## src/rtl/kmc_ser_pkg.sv

```systemverilog
// Shared types and constants for the KMC11 BRG line-side byte serializer.
package kmc_ser_pkg;

   typedef enum logic [2:0] {
      IDLE   = 3'd0,
      START  = 3'd1,
      DATA   = 3'd2,
      PARITY = 3'd3,
      STOP   = 3'd4
   } ser_state_t;

   localparam logic LINE_IDLE     = 1'b1;
   localparam logic LINE_START    = 1'b0;
   localparam int   MAX_DATA_BITS = 8;

endpackage

```

## src/rtl/kmc_ser_shift.sv

```systemverilog
// Serializer shift register and data-bit counter; rotates right one place per enabled bit time.
module kmc_ser_shift
   import kmc_ser_pkg::*;
#(
   parameter int DATA_BITS = 8
) (
   input  logic                     clk,
   input  logic                     rst,
   input  logic                     clr,
   input  logic                     load,
   input  logic [MAX_DATA_BITS-1:0] load_data,
   input  logic                     rotate,
   output logic                     next_bit,
   output logic                     last
);

   localparam logic [2:0] LAST_IDX = 3'(DATA_BITS - 1);

   logic [MAX_DATA_BITS-1:0] shift;
   logic [2:0]               count;

   always_ff @(posedge clk or negedge rst) begin
      if (!rst) begin
         shift <= '0;
         count <= '0;
      end else if (clr) begin
         shift <= '0;
         count <= '0;
      end else if (load) begin
         shift <= load_data;
         count <= '0;
      end else if (rotate) begin
         shift <= {shift[0], shift[MAX_DATA_BITS-1:1]};
         count <= count + 3'd1;
      end
   end

   // The line output is registered in the top, so it needs the bit that will sit in shift[0] after this edge.
   always_comb begin
      next_bit = shift[0];
      if (load)
         next_bit = load_data[0];
      else if (rotate)
         next_bit = shift[1];
   end

   assign last = (count == LAST_IDX);

endmodule

```

## src/rtl/kmc_brg_ser.sv

```systemverilog
// KMC11 BRG byte serializer: holding buffer, frame FSM and status flags.
// Optional odd parity bit after the data bits when KMC_SER_PARITY_EN is defined.
module kmc_brg_ser
   import kmc_ser_pkg::*;
#(
   parameter int DATA_BITS = 8,
   parameter int STOP_BITS = 1
) (
   input  logic       clk,
   input  logic       rst,
   input  logic       kmcINIT,
   input  logic [7:0] kmcBRG,
   input  logic       kmcLDSER,
   input  logic       kmcBITCLKEN,
   output logic       kmcTXD,
   output logic       kmcTXBUSY,
   output logic       kmcTXEMPTY,
   output logic       kmcTXDONE,
   output logic       kmcTXOVR
);

   localparam logic [7:0] DATA_MASK = 8'((1 << DATA_BITS) - 1);

   ser_state_t state, next_state;
   logic [7:0] buffer;
   logic       buf_full, stop_cnt, txd, done, ovr;
   logic       xfer, stop_last, rotate, last, next_bit, txd_next, done_next;
   logic       load_ok, ovr_set;
`ifdef KMC_SER_PARITY_EN
   logic       par_bit;
`endif

   assign load_ok   = kmcLDSER && !buf_full;
   assign ovr_set   = kmcLDSER && buf_full;
   assign stop_last = (stop_cnt == 1'(STOP_BITS - 1));
   assign rotate    = (state == DATA) && kmcBITCLKEN;

   kmc_ser_shift #(.DATA_BITS(DATA_BITS)) u_shift (
      .clk       (clk),
      .rst       (rst),
      .clr       (kmcINIT),
      .load      (xfer),
      .load_data (buffer),
      .rotate    (rotate),
      .next_bit  (next_bit),
      .last      (last)
   );

   always_ff @(posedge clk or negedge rst) begin
      if (!rst) begin
         state    <= IDLE;
         buffer   <= '0;
         buf_full <= 1'b0;
         stop_cnt <= 1'b0;
         txd      <= LINE_IDLE;
         done     <= 1'b0;
         ovr      <= 1'b0;
`ifdef KMC_SER_PARITY_EN
         par_bit  <= 1'b0;
`endif
      end else if (kmcINIT) begin
         state    <= IDLE;
         buffer   <= '0;
         buf_full <= 1'b0;
         stop_cnt <= 1'b0;
         txd      <= LINE_IDLE;
         done     <= 1'b0;
         ovr      <= 1'b0;
`ifdef KMC_SER_PARITY_EN
         par_bit  <= 1'b0;
`endif
      end else begin
         state <= next_state;
         txd   <= txd_next;
         done  <= done_next;
         ovr   <= ovr | ovr_set;
         // A load in the same cycle as a transfer leaves the new byte pending.
         if (load_ok) begin
            buffer   <= kmcBRG & DATA_MASK;
            buf_full <= 1'b1;
         end else if (xfer) begin
            buf_full <= 1'b0;
         end
         if (state != STOP)
            stop_cnt <= 1'b0;
         else if (kmcBITCLKEN)
            stop_cnt <= stop_cnt + 1'b1;
`ifdef KMC_SER_PARITY_EN
         if (xfer)
            par_bit <= ~^buffer;
`endif
      end
   end

   always_comb begin
      next_state = state;
      xfer       = 1'b0;
      case (state)
         IDLE: begin
            if (buf_full) begin
               next_state = START;
               xfer       = 1'b1;
            end
         end
         START: begin
            if (kmcBITCLKEN)
               next_state = DATA;
         end
         DATA: begin
            if (kmcBITCLKEN && last)
`ifdef KMC_SER_PARITY_EN
               next_state = PARITY;
`else
               next_state = STOP;
`endif
         end
`ifdef KMC_SER_PARITY_EN
         PARITY: begin
            if (kmcBITCLKEN)
               next_state = STOP;
         end
`endif
         STOP: begin
            if (kmcBITCLKEN && stop_last) begin
               if (buf_full) begin
                  next_state = START;
                  xfer       = 1'b1;
               end else begin
                  next_state = IDLE;
               end
            end
         end
         default: next_state = IDLE;
      endcase
      if (kmcINIT) begin
         next_state = IDLE;
         xfer       = 1'b0;
      end
   end

   always_comb begin
      txd_next = LINE_IDLE;
      case (next_state)
         START:  txd_next = LINE_START;
         DATA:   txd_next = next_bit;
`ifdef KMC_SER_PARITY_EN
         PARITY: txd_next = par_bit;
`endif
         default: txd_next = LINE_IDLE;
      endcase
      done_next = (state == STOP) && kmcBITCLKEN && stop_last;
   end

   assign kmcTXD     = txd;
   assign kmcTXBUSY  = (state != IDLE);
   assign kmcTXEMPTY = !buf_full;
   assign kmcTXDONE  = done;
   assign kmcTXOVR   = ovr;

endmodule

```

## config.mk

```make
export PLATFORM = sky130hd
export DESIGN_NAME = kmc_brg_ser
export DESIGN_NICKNAME = d
export VERILOG_FILES = /design/src/rtl/kmc_ser_pkg.sv /design/src/rtl/kmc_ser_shift.sv /design/src/rtl/kmc_brg_ser.sv
export SDC_FILE = /design/constraint.sdc
export NUM_CORES = 1
export LEC_CHECK = 0
export CORE_MARGIN = 10
export CORE_UTILIZATION = 30
export DETAILED_ROUTE_END_ITERATION = 7
export GPL_ROUTABILITY_DRIVEN = 0
export GPL_TIMING_DRIVEN = 0
export MAX_ROUTING_LAYER = met4
export PLACE_DENSITY = 0.58
export RECOVER_POWER = 50
export SLEW_MARGIN = 20
export SYNTH_ARGS = -nofsm -noshare
export SYNTH_HDL_FRONTEND = slang
export SYNTH_HIERARCHICAL = 1
export SYNTH_SLANG_ARGS = --single-unit
export TNS_END_PERCENT = 30
```

## constraint.sdc

```tcl
create_clock -name clk -period 4.66 [get_ports clk]
set_clock_uncertainty 0.15 [all_clocks]
set_input_delay 0.466 -clock clk [delete_from_list [all_inputs] [get_ports clk]]
set_output_delay 0.466 -clock clk [all_outputs]
set_load 0.03 [all_outputs]
```

Word-level counts from Yosys, hierarchy flattened
Index checks and enable logic that the tools add are counted.
{"block": "word_totals", "reg_bits": 27, "in_bits": 13, "output_inout_bits": 5, "wordCells": 66}
{"block": "classes", "addsub": 2, "eq_ne": 7, "n_mux": 32, "bitwise_logic": 2, "reduce_logical": 14}
{"operator": "$mux W8", "count": 5}
{"operator": "$mux W3", "count": 9}
{"operator": "$mux W1", "count": 15}
{"operator": "$pmux W3 S4", "count": 1}
{"operator": "$reduce_bool A3 Y1", "count": 4}
{"operator": "$logic_and A1 B1 Y1", "count": 7}
{"operator": "$eq A3 B1 Y1 const B", "count": 2}
{"operator": "$eq A3 B2 Y1 const B", "count": 2}
{"operator": "$eq A3 B3 Y1 const B", "count": 2}
{"operator": "$pmux W1 S2", "count": 2}
{"operator": "$add A3 B1 Y3 const B", "count": 1}
{"operator": "$logic_not A3 Y1", "count": 1}
{"operator": "$ne A3 B3 Y1 const B", "count": 1}
{"operator": "$reduce_bool A2 Y1", "count": 1}
{"operator": "$add A1 B1 Y1 const B", "count": 1}
{"operator": "$logic_not A1 Y1", "count": 1}
{"operator": "$not A1 Y1", "count": 1}
{"operator": "$or A1 B1 Y1", "count": 1}

Longest topological paths before layout
{"block": "depth", "word_depth": 8, "depth_mapped": 8}

By module
The synthesis kept the hierarchy.
{"module": "kmc_brg_ser", "n_inst": 1, "cells_per_inst": 64, "area_per_inst_um2": 689.4, "seq_area_each_um2": 401.6}
{"module": "kmc_ser_shift", "n_inst": 1, "cells_per_inst": 48, "area_per_inst_um2": 563.0, "seq_area_each_um2": 275.3}

Least setup slack after synthesis
No wires, ideal clock.
{"block": "synth_timing", "path_type": "input port to flip-flop", "start": "in kmcINIT", "end": "reg txd, in the netlist kmcTXD", "setup_time_ns": 0.088, "arrival_ns": 1.555, "required_time_ns": 4.422, "setup_slack_ns": 2.867, "path_stages": 7, "n_path_buf": 1, "path_cell_list": "nor3_1 and3_1 buf_2 inv_2 a21oi_1 inv_1 a221oi_2"}
{"block": "synth_between", "elab_chain_len": 4, "word_cells_on_any_way": 7, "classes_between": "2 x eq/ne; 5 x mux"}
{"element": "from (decl)", "line": "kmc_brg_ser.sv:11", "rtl": "input logic kmcINIT,"}
{"element": "$mux W1", "line": "kmc_brg_ser.sv:135", "rtl": "if (kmcINIT) begin"}
{"element": "via xfer", "line": "kmc_brg_ser.sv:27", "rtl": "logic xfer, stop_last, rotate, last, next_bit, txd_next, done_next;"}
{"element": "$mux W1", "line": "kmc_ser_shift.sv:41", "rtl": "if (load)"}
{"element": "via next_bit", "line": "kmc_brg_ser.sv:27"}
{"element": "$pmux W1 S2", "line": "kmc_brg_ser.sv:143", "rtl": "case (next_state)"}
{"element": "$mux W1", "line": "kmc_brg_ser.sv:61", "rtl": "end else if (kmcINIT) begin"}
{"element": "to (signal assigned)", "line": "kmc_brg_ser.sv:74", "rtl": "txd <= txd_next;"}
{"element": "to (decl)", "line": "kmc_brg_ser.sv:26", "rtl": "logic buf_full, stop_cnt, txd, done, ovr;"}
The timed path passes the listed nets, and every way through them passes these cells.
A chain may end at the register's enable or synchronous reset.

Worst setup path after layout
{"block": "layout_timing", "start": "reg state[0]", "end": "out kmcTXBUSY"}
{"block": "layout_between", "elab_chain_len": 1}
{"element": "from (decl)", "line": "kmc_brg_ser.sv:24", "rtl": "ser_state_t state, next_state;"}
{"element": "from (signal assigned)", "line": "kmc_brg_ser.sv:73", "rtl": "state <= next_state;"}
{"element": "$reduce_bool A3 Y1", "line": "kmc_brg_ser.sv:155", "rtl": "assign kmcTXBUSY = (state != IDLE);"}
{"element": "to (decl)", "line": "kmc_brg_ser.sv:16", "rtl": "output logic kmcTXBUSY,"}
Every way passes these cells.

==> impl_metrics.ini <==
[power_and_ir_drop]
leakagePower_uw = 0.000692
p_sw_share_pct = 26.0
seqPwrFrac_pct = 55.2
power_switching_uw = 120
total_power_uw = 463
clkPwrFrac_pct = 28.6
vdd_drop_max_v = 0.000189
powerDensity_mw_per_mm2 = 304
intPower_uw = 343
comb_power_share_pct = 16.2

[synthesis]
avgSynthCellArea_um2 = 11.2
synth.distinct_cells = 27
synth_top_family_by_area = simple AND/OR/NAND/NOR gates
synthAdderAreaFrac_pct = 2.00
synth_top_cell_area_share_pct = 51.9
async_reset_ff_share_pct = 100
synth.area.mux_share_pct = 14.4
synthXorXnorAreaFrac_pct = 0.699
synth_area_mm2 = 0.00125
yosys_register_bits = 27
synth_seq_area_share_pct = 54.0
yosys-top-cells-area = dfrtp_1 52%, mux2i_1 14%, a211oi_1 4.8%
synth_nets = 127
ys.flop_type = dfrtp_1
synth_top_area_cell = dfrtp_1
synth_compound_area_share_pct = 9.69
synth_simple_gate_area_share_pct = 15.7
yosysWarnings = 6
synth_cells = 112
synth_edf_count = 0

[timing]
fin_crit_ns = 2.47
slew-limit-headroom_pct = 4.14
setup_tns_ns = 0
max_slew.worst_pin.slew_ns = 1.44
slew_viol_final = 0
period_share_pct = 53.0
max_freq_ghz = 0.405
setup_viol = 0
hold_viol_final = 0
rsz0062_at_grt = no

[floorplan]
fp.coreArea_mm2 = 0.00403
die_w_um = 84.6
start_util_pct = 31.1
die-area_mm2 = 0.00716
die_y_um = 84.6
io_pins = 18
rows = 23

[routing]
vias = 851
first_iter_violations = 41
ant_nets = 0
wl_mm = 2.41
vias_per_cell = 4.65
dr.pass1.iters = 4
wl_per_cell_um = 13.2
drc = 0

[setup_path]
timing.rr.start = state[0]$_DFF_PN0_
reg2reg_depth = 8
cp_max_fo = 9
reg2reg_to = kmcTXD$_DFF_PN1_
path_cells = buf_2, or3_2, clkdlybuf4s50_1
cp.depth = 3
critPathTopFamily = buffers and inverters
r2r_setup_slack_ns = 2.58
worstPathArrival_ns = 1.85
path_class = reg2out
startpoint_type = register
cp-end-kind = output pin
cp_slowest_cell = clkdlybuf4s50_1
critical_path_buf_inv_count = 2
cp.required_ns = 4.04
crit_path_max_incr_delay_ns = 0.60

[layout]
seq_area_um2 = 677
multi_input_area_um2 = 532
layout.cells.non_filler = 183
final_util_pct = 37.9
nFillCells = 399
layout_commonest_cell = dfrtp_1
area_growth_pct = 21.8
nets = 149
layout-drive-gt1-share_pct = 9.02
diodes = 0
final_cell_mix = 26 x dfrtp_1, 18 x mux2i_1, 15 x clkdlybuf4s50_1

[clock_network]
clk_pin_slew_ns = 0.09
cts_max_level = 1
cts_sinks = 27
cts_made_buffers = 3
cts_tree = yes
worstSkewPairLatency_ns = 0.27
clockBufferDepth = 2
postCtsSetupBuffers = 0
ctsResizeCount = 0
cts_hold_buf = 0
ctsRootBufferMaster = clkbuf_8

[placement]
dp_cells = 179
dp_hpwl_mm = 1.76
portBuffers = 17

[hold_path]
hold_path.class = reg2reg
hp-start = kmcTXOVR$_DFF_PN0_
holdPathEnd = kmcTXOVR$_DFF_PN0_
min_path_cells = 2

[grt]
grt-ovfl-total = 0
grt_use_total_pct = 7.06
grt_pass1_wl_mm = 4.16
antenna_found_initial = 0
grt_pass1_vias = 906
grt_max_degree = 28

[status]
status = finished clean

[job]
cap_violations = 0
-- how the worst max path moves through the flow --
stage	endpoint	start
floorplan	kmcTXD$_DFF_PN1_	kmcINIT
finish	kmcTXBUSY	state[0]$_DFF_PN0_
global placement	kmcTXD$_DFF_PN1_	kmcINIT
global route	kmcTXD$_DFF_PN1_	kmcINIT
detailed placement	kmcTXD$_DFF_PN1_	kmcINIT
CTS	kmcTXBUSY	state[0]$_DFF_PN0_
-- kinds of logic after synthesis --
logic type      Yosys count
compound gates           16
xor+xnor                  1
fa+ha+maj                 2
buf+inv                   9
flops                    27
mux                      18
simple gates             39
-- flip-flops by register name, indices dropped and copies added (netlist names) --
name,flops
u_shift/shift,8
buffer,8
u_shift/count,3
kmcTXOVR,1
kmcTXDONE,1
kmcTXD,1
stop_cnt,1
state,3
buf_full,1
-- layout make-up --
cell class                      count  share of cell area (%)
Sequential cell                    27                    44.4
Multi-Input combinational cell     76                    34.9
Timing Repair Buffer               17                    10.7
Tap cell                           50                    4.10
Clock buffer                        3                    2.71
Buffer                              5                    1.89
Inverter                            4                   0.984
Clock inverter                      1                   0.328
-- synth_stat cells, drive strengths merged (2+ instances only) --
| cell | count |
|---|---|
| inv | 4 |
| buf | 3 |
| clkbuf | 2 |
| mux2i | 18 |
| ha | 2 |
| dfrtp | 26 |
| a211oi | 8 |
| nand2b | 2 |
| nor3 | 7 |
| a21oi | 3 |
| nand2 | 5 |
| nor2b | 8 |
| nor2 | 13 |
-- power groups by stage --
| stage | combinational, uW | sequential (uW) | clock (uW) |
|---|---|---|---|
| after floorplan | 42.9 | 262 | 0 |
| after global placement | 75.5 | 260 | 0 |
| after detailed placement | 76.2 | 260 | 0 |
| after CTS | 76.7 | 256 | 137 |
| after global routing | 82.9 | 258 | 149 |
| final | 74.9 | 255 | 133 |
-- layer usage --
layer  GRT usage [%]  vias to the layer above  routed length (um)
li1                -                      434                   -
met1            8.27                      401                1130
met2            11.2                       14                1180
met3            1.64                        2                  74
met4            3.14                        0                  25
met5               -                        -                   0
-- stage by stage --
step | hold WS, ns | area, um^2 | setup slack [ns]
floorplan | 0.0204 | 1250 | 2.87
global placement | 0.337 | 1490 | 2.04
detailed placement | 0.348 | 1480 | 2.01
CTS | 0.0591 | 1530 | 2.17
global route | 0.405 | 1530 | 2.02
finish | 0.358 | 1530 | 2.19
-- worst reg2reg max path, cell delays in order (launching register included) --
cell      delay, ns
dfrtp_1        0.36
buf_2          0.16
nor3_1         0.24
and3_1         0.28
buf_2          0.24
inv_2          0.11
a21oi_1        0.14
inv_1          0.06
a221oi_2       0.24
Power figures use the tool's default switching activity.
==> patch 1: new RTL, same settings <==
The 5 states of `ser_state_t` get a one-hot encoding in 5 bits.
--- a/src/rtl/kmc_ser_pkg.sv
+++ b/src/rtl/kmc_ser_pkg.sv
@@ -1,12 +1,12 @@
 // Shared types and constants for the KMC11 BRG line-side byte serializer.
 package kmc_ser_pkg;
 
-   typedef enum logic [2:0] {
-      IDLE   = 3'd0,
-      START  = 3'd1,
-      DATA   = 3'd2,
-      PARITY = 3'd3,
-      STOP   = 3'd4
+   typedef enum logic [4:0] {
+      IDLE   = 5'b00001,
+      START  = 5'b00010,
+      DATA   = 5'b00100,
+      PARITY = 5'b01000,
+      STOP   = 5'b10000
    } ser_state_t;
 
    localparam logic LINE_IDLE     = 1'b1;
Check against the original RTL: same outputs for any inputs over 10 cycles, from zero or initial values and one cycle with rst low; not proved beyond that.
==> patch 1 against the original RTL <==
The run now ends with capacitance limit, slew limit left. Design area increased by 11%. Register-to-register slack got worse by 0.31 ns. Sequential cell count increased by 2. Routed wire length increased by 17%. Synthesized area increased by 10%. Total power increased by 11%. Sequential share of layout area decreased by 1.3 points. Worst setup slack got worse by 0.13 ns. Highest routed layer unchanged.
==> patch 1: results (changes against the original RTL) <==
<table>
<tr><th>Metric</th><th>Value</th></tr>
<tr><th colspan="2">Status</th></tr>
<tr><td>Run status</td><td>finished, violations left</td></tr>
<tr><td>Violations in the final reports</td><td>capacitance limit, slew limit</td></tr>
<tr><th colspan="2">Route</th></tr>
<tr><td>Detailed Route Iter0 Violations</td><td>39 (-4.9%)</td></tr>
<tr><td>Per-cell via count in the routed design</td><td>4.96 (+6.7%)</td></tr>
<tr><td>Wire per inst</td><td>13.5 microns (+2.3%)</td></tr>
<tr><td>Drt pass-1 iters</td><td>5 (+1)</td></tr>
<tr><th colspan="2">Yosys</th></tr>
<tr><td>Avg Cell Area, Syn</td><td>10.5 sq um (-6.4%)</td></tr>
<tr><td>Synth Net Count</td><td>147 (+16%)</td></tr>
<tr><td>Number of library cell types mapped by synthesis</td><td>33 (+22%)</td></tr>
<tr><td>Largest cells by area after synthesis</td><td>sky130_fd_sc_hd__dfrtp_1 49%, sky130_fd_sc_hd__mux2i_1 7.2%, sky130_fd_sc_hd__nand2_1 5.4%</td></tr>
<tr><td>Sequential share of the synthesized area</td><td>52.7% (-1.3 points)</td></tr>
<tr><th colspan="2">Global route</th></tr>
<tr><td>GRT Resource Usage Total</td><td>8.32% (+1.3 points)</td></tr>
<tr><td>Number of global-route vias before repair</td><td>1038 (+15%)</td></tr>
<tr><td>Wire length of the first global-routing pass</td><td>4980 microns (+20%)</td></tr>
<tr><td>Pin count of the biggest net entering global routing</td><td>30 (+7.1%)</td></tr>
<tr><th colspan="2">Place</th></tr>
<tr><td>Setup slack after placement</td><td>1.83 ns (-0.190 ns)</td></tr>
<tr><td>DP HPWL</td><td>2050 microns (+16%)</td></tr>
<tr><td>Placed cell count</td><td>201 (+12%)</td></tr>
<tr><th colspan="2">Critical path</th></tr>
<tr><td>Arrival time of data at the critical path endpoint</td><td>2.66 ns (+0.81 ns)</td></tr>
<tr><td>Maximum net fanout on the critical path</td><td>10 (+1)</td></tr>
<tr><th colspan="2">Floorplan</th></tr>
<tr><td>Core Region</td><td>4410 sq um (+9.6%)</td></tr>
<tr><th colspan="2">Cells and area</th></tr>
<tr><td>Post-route insts no fill</td><td>209 (+14%)</td></tr>
<tr><td>Biggest registers after layout</td><td>buffer: 8 flops, u_shift/shift: 8 flops, state: 5 flops</td></tr>
<tr><th colspan="2">CTS</th></tr>
<tr><td>Post-CTS clock slew at the launch and capture registers of the worst setup and hold paths</td><td>0.06 ns (-0.03 ns)</td></tr>
<tr><td>Total clock buffers created by CTS</td><td>5 (+2)</td></tr>
<tr><th colspan="2">Timing</th></tr>
<tr><td>Slew Viols, Final</td><td>30 (+30)</td></tr>
<tr><td>Max_slew headroom</td><td>-3.76% (-7.9 points)</td></tr>
<tr><th colspan="2">Flow run</th></tr>
<tr><td>Number of max-cap violations</td><td>1 (+1)</td></tr>
</table>
[patch 1: cell types whose count changed after synthesis, sizes merged, moves of 2 or more]
cell,delta
nor2,-11
nand2,+15
o21ai,+2
nor3b,+2
nor2b,+3
or4b,+3
a21oi,+9
xnor2,+2
mux2i,-8
nand3b,+2
nand2b,-2
[patch 1: per-layer routing]
metal | wire, microns | global-route usage, % | share of wire (%)
met4 | 59 | 4.78 | 2.1
met1 | 1350 | 9.72 | 48
met5 | 0 | - | 0
met3 | 129 | 2.51 | 4.6
met2 | 1280 | 12.4 | 45
[patch 1: worst paths after layout]
path | start | to | slack [ns] | cells past startpoint
worst max-delay path | kmcBITCLKEN | kmcTXD$_DFF_PN1_ | 2.06 | 9
worst min-delay path | kmcTXOVR$_DFF_PN0_ | kmcTXOVR$_DFF_PN0_ | 0.36 | 2
worst max register to register | state[1]$_DFF_PN0_ | u_shift/shift[7]$_DFFE_PN0P_ | 2.27 | 5
worst min register to register | kmcTXOVR$_DFF_PN0_ | kmcTXOVR$_DFF_PN0_ | 0.36 | 2
max in group asynchronous | rst | state[4]$_DFF_PN0_ | 3.04 | 1
min in group asynchronous | rst | buffer[4]$_DFFE_PN0P_ | 0.42 | 1
[patch 1: report_power, final]
part / switching (W) / internal (W)
Clock: 0.0000877 / 0.000106
Sequential: 0.00000692 / 0.000261
Combinational: 0.0000304 / 0.0000233
[patch 1: final cells by class]
| class | instances | area [sq um] | share of cell area [%] |
|---|---|---|---|
| clock buffer | 8 | 80.1 | 4.74 |
| multi-input combinational | 94 | 609 | 36.0 |
| timing repair buffer | 17 | 164 | 9.70 |
| buffer | 6 | 32.5 | 1.92 |
| inverter | 3 | 11.3 | 0.666 |
| tap | 52 | 65.1 | 3.85 |
| sequential | 29 | 728 | 43.1 |
[patch 1: cell families after synthesis]
family	count (synthesis)	share of synthesized area (%)
flip-flops	29	52.7
adder cells (fa/ha/maj)	2	1.81
buffers and inverters	9	3.17
AO/OA/AOI/OAI	27	13.0
other	1	0.271
AND/OR/NAND/NOR	51	19.9
multiplexers	10	7.25
XOR/XNOR	3	1.90
[patch 1: worst max-delay path, stage by stage]
cell and delay, ns:
sky130_fd_sc_hd__dlygate4sd3_1 0.66, sky130_fd_sc_hd__nor4bb_1 0.37, sky130_fd_sc_hd__o21ai_0 0.22, sky130_fd_sc_hd__nor3_1 0.24
sky130_fd_sc_hd__buf_2 0.25, sky130_fd_sc_hd__inv_2 0.12, sky130_fd_sc_hd__a21oi_1 0.15, sky130_fd_sc_hd__inv_1 0.05
sky130_fd_sc_hd__a21oi_1 0.13
[patch 1: through the flow]
step / area [sq um] / total power, W
final: 1690 / 0.000516
after global routing: 1690 / 0.000541
after CTS: 1690 / 0.000523
after detailed placement: 1610 / 0.000327
after global placement: 1620 / 0.000326
after floorplan: 1380 / 0.000300
==> patch 2: new RTL, config.mk and constraints unchanged <==
Without the edit above. Build with the macro `KMC_SER_PARITY_EN` defined.
--- a/src/rtl/kmc_brg_ser.sv
+++ b/src/rtl/kmc_brg_ser.sv
@@ -1,5 +1,7 @@
 // KMC11 BRG byte serializer: holding buffer, frame FSM and status flags.
 // Optional odd parity bit after the data bits when KMC_SER_PARITY_EN is defined.
+`define KMC_SER_PARITY_EN
+
 module kmc_brg_ser
    import kmc_ser_pkg::*;
 #(
Behaviour: no difference found for any inputs over 10 cycles, from zero or initial values and one cycle with rst low; that may be too few to reach the edited logic, so the function may still have changed.
==> patch 2 against the original RTL <==
The flow now finishes with violations (capacitance limit, slew limit). Synthesized area rose by 12%. Count of clock-buffer cells in the layout did not move. Critical path depth rose by 6. Critical path type is now in2reg. Sequential power rose by 6%. Worst setup slack got worse by 0.19 ns. Routed wire length rose by 15%. First-iteration DRC count rose by 100%. Design area rose by 12%. Sequential cell count rose by 1. Total power rose by 20%. Global-route usage rose by 0.77 points. Clock power rose by 43%. Largest cell class unchanged.
==> patch 2: results (changes against the original RTL) <==
<table>
<tr><th>Metric</th><th>Value</th></tr>
<tr><th colspan="2">Yosys</th></tr>
<tr><td>Synth Net Count</td><td>151 (+19%)</td></tr>
<tr><td>Number of library cell types mapped by synthesis</td><td>30 (+11%)</td></tr>
<tr><td>Leading post-synthesis cells by instance count</td><td>27 x sky130_fd_sc_hd__dfrtp_1, 19 x sky130_fd_sc_hd__nand2_1, 13 x sky130_fd_sc_hd__a21oi_1</td></tr>
<tr><td>Largest cells by area after synthesis</td><td>sky130_fd_sc_hd__dfrtp_1 48%, sky130_fd_sc_hd__mux2i_1 7.8%, sky130_fd_sc_hd__nand2_1 5.1%</td></tr>
<tr><th colspan="2">Pwr</th></tr>
<tr><td>Combinational group share of total power</td><td>16.8% (+0.6 points)</td></tr>
<tr><td>Largest voltage drop on the vdd net</td><td>0.105 mV (-45%)</td></tr>
<tr><td>Comb group</td><td>0.0000931 W (+24%)</td></tr>
<tr><td>Sw Pwr</td><td>0.000137 W (+14%)</td></tr>
<tr><td>Static leakage power</td><td>0.711 nW (+2.8%)</td></tr>
<tr><th colspan="2">Place</th></tr>
<tr><td>DP HPWL</td><td>2110 microns (+20%)</td></tr>
<tr><th colspan="2">Timing</th></tr>
<tr><td>Slew Viols, Final</td><td>28 (+28)</td></tr>
<tr><td>Worst hold margin</td><td>0.356 ns (-0.00145 ns)</td></tr>
<tr><td>Slew of the pin with the lowest slew margin</td><td>1.51 ns (+0.0685 ns)</td></tr>
<tr><th colspan="2">Route</th></tr>
<tr><td>Met1 Wirelength</td><td>1250 microns (+11%)</td></tr>
<tr><td>Met3 wire length</td><td>36 microns (-51%)</td></tr>
<tr><td>Detailed Route Iter0 Violations</td><td>83 (+100%)</td></tr>
<tr><th colspan="2">Global route</th></tr>
<tr><td>M3 GR Usage</td><td>0.643% (-1.0 points)</td></tr>
<tr><td>GR met2 Demand/Resource</td><td>13.1% (+1.9 points)</td></tr>
<tr><td>Wire length of the first global-routing pass</td><td>4710 microns (+13%)</td></tr>
<tr><td>Met1 global-route usage</td><td>8.74% (+0.47 points)</td></tr>
<tr><th colspan="2">Cells and area</th></tr>
<tr><td>Final Net Count</td><td>173 (+16%)</td></tr>
<tr><td>Number of fill cells</td><td>459 (+15%)</td></tr>
<tr><th colspan="2">Flow run</th></tr>
<tr><td>Number of max-cap violations</td><td>1 (+1)</td></tr>
<tr><th colspan="2">Critical path</th></tr>
<tr><td>Maximum net fanout on the critical path</td><td>10 (+1)</td></tr>
<tr><th colspan="2">Status</th></tr>
<tr><td>Run status</td><td>finished, violations left</td></tr>
<tr><td>Violations in the final reports</td><td>capacitance limit, slew limit</td></tr>
</table>
[patch 2: layout make-up]
| class | instances | area, sq um | share of cell area [%] |
|---|---|---|---|
| buffer | 7 | 36.3 | 2.13 |
| timing repair buffer | 17 | 164 | 9.61 |
| multi-input combinational | 98 | 656 | 38.4 |
| clock buffer | 3 | 41.3 | 2.42 |
| clock inverter | 1 | 30.0 | 1.76 |
| inverter | 3 | 11.3 | 0.660 |
| sequential | 28 | 702 | 41.2 |
| tap | 52 | 65.1 | 3.82 |
[patch 2: worst max path at each step]
stage                                    start          endpoint  slack, ns  cells after the start
after CTS                          kmcBITCLKEN  kmcTXD$_DFF_PN1_       2.05                      9
after global routing               kmcBITCLKEN  kmcTXD$_DFF_PN1_       1.81                      9
after floorplan           stop_cnt$_DFFE_PN0P_  kmcTXD$_DFF_PN1_       2.70                      8
after detailed placement           kmcBITCLKEN  kmcTXD$_DFF_PN1_       1.77                      9
final                              kmcBITCLKEN  kmcTXD$_DFF_PN1_       2.00                      9
after global placement             kmcBITCLKEN  kmcTXD$_DFF_PN1_       1.79                      9
[patch 2: critical path, stage by stage]
cell and delay [ns]:
sky130_fd_sc_hd__dlygate4sd3_1 0.67, sky130_fd_sc_hd__nand2b_2 0.15, sky130_fd_sc_hd__a2111oi_4 0.47, sky130_fd_sc_hd__and2b_1 0.22, sky130_fd_sc_hd__buf_2 0.21, sky130_fd_sc_hd__inv_2 0.11
sky130_fd_sc_hd__a21oi_1 0.17, sky130_fd_sc_hd__nor4_1 0.07, sky130_fd_sc_hd__mux2i_1 0.17
[patch 2: cell families after synthesis]
logic type / share of synthesized area, %
muxes: 7.84
adders and majority gates: 1.78
and+or+nand+nor: 18.1
AOI/OAI and AO/OA: 13.4
buffers and inverters: 3.38
xor gates and xnor gates: 5.61
DFF: 50.0
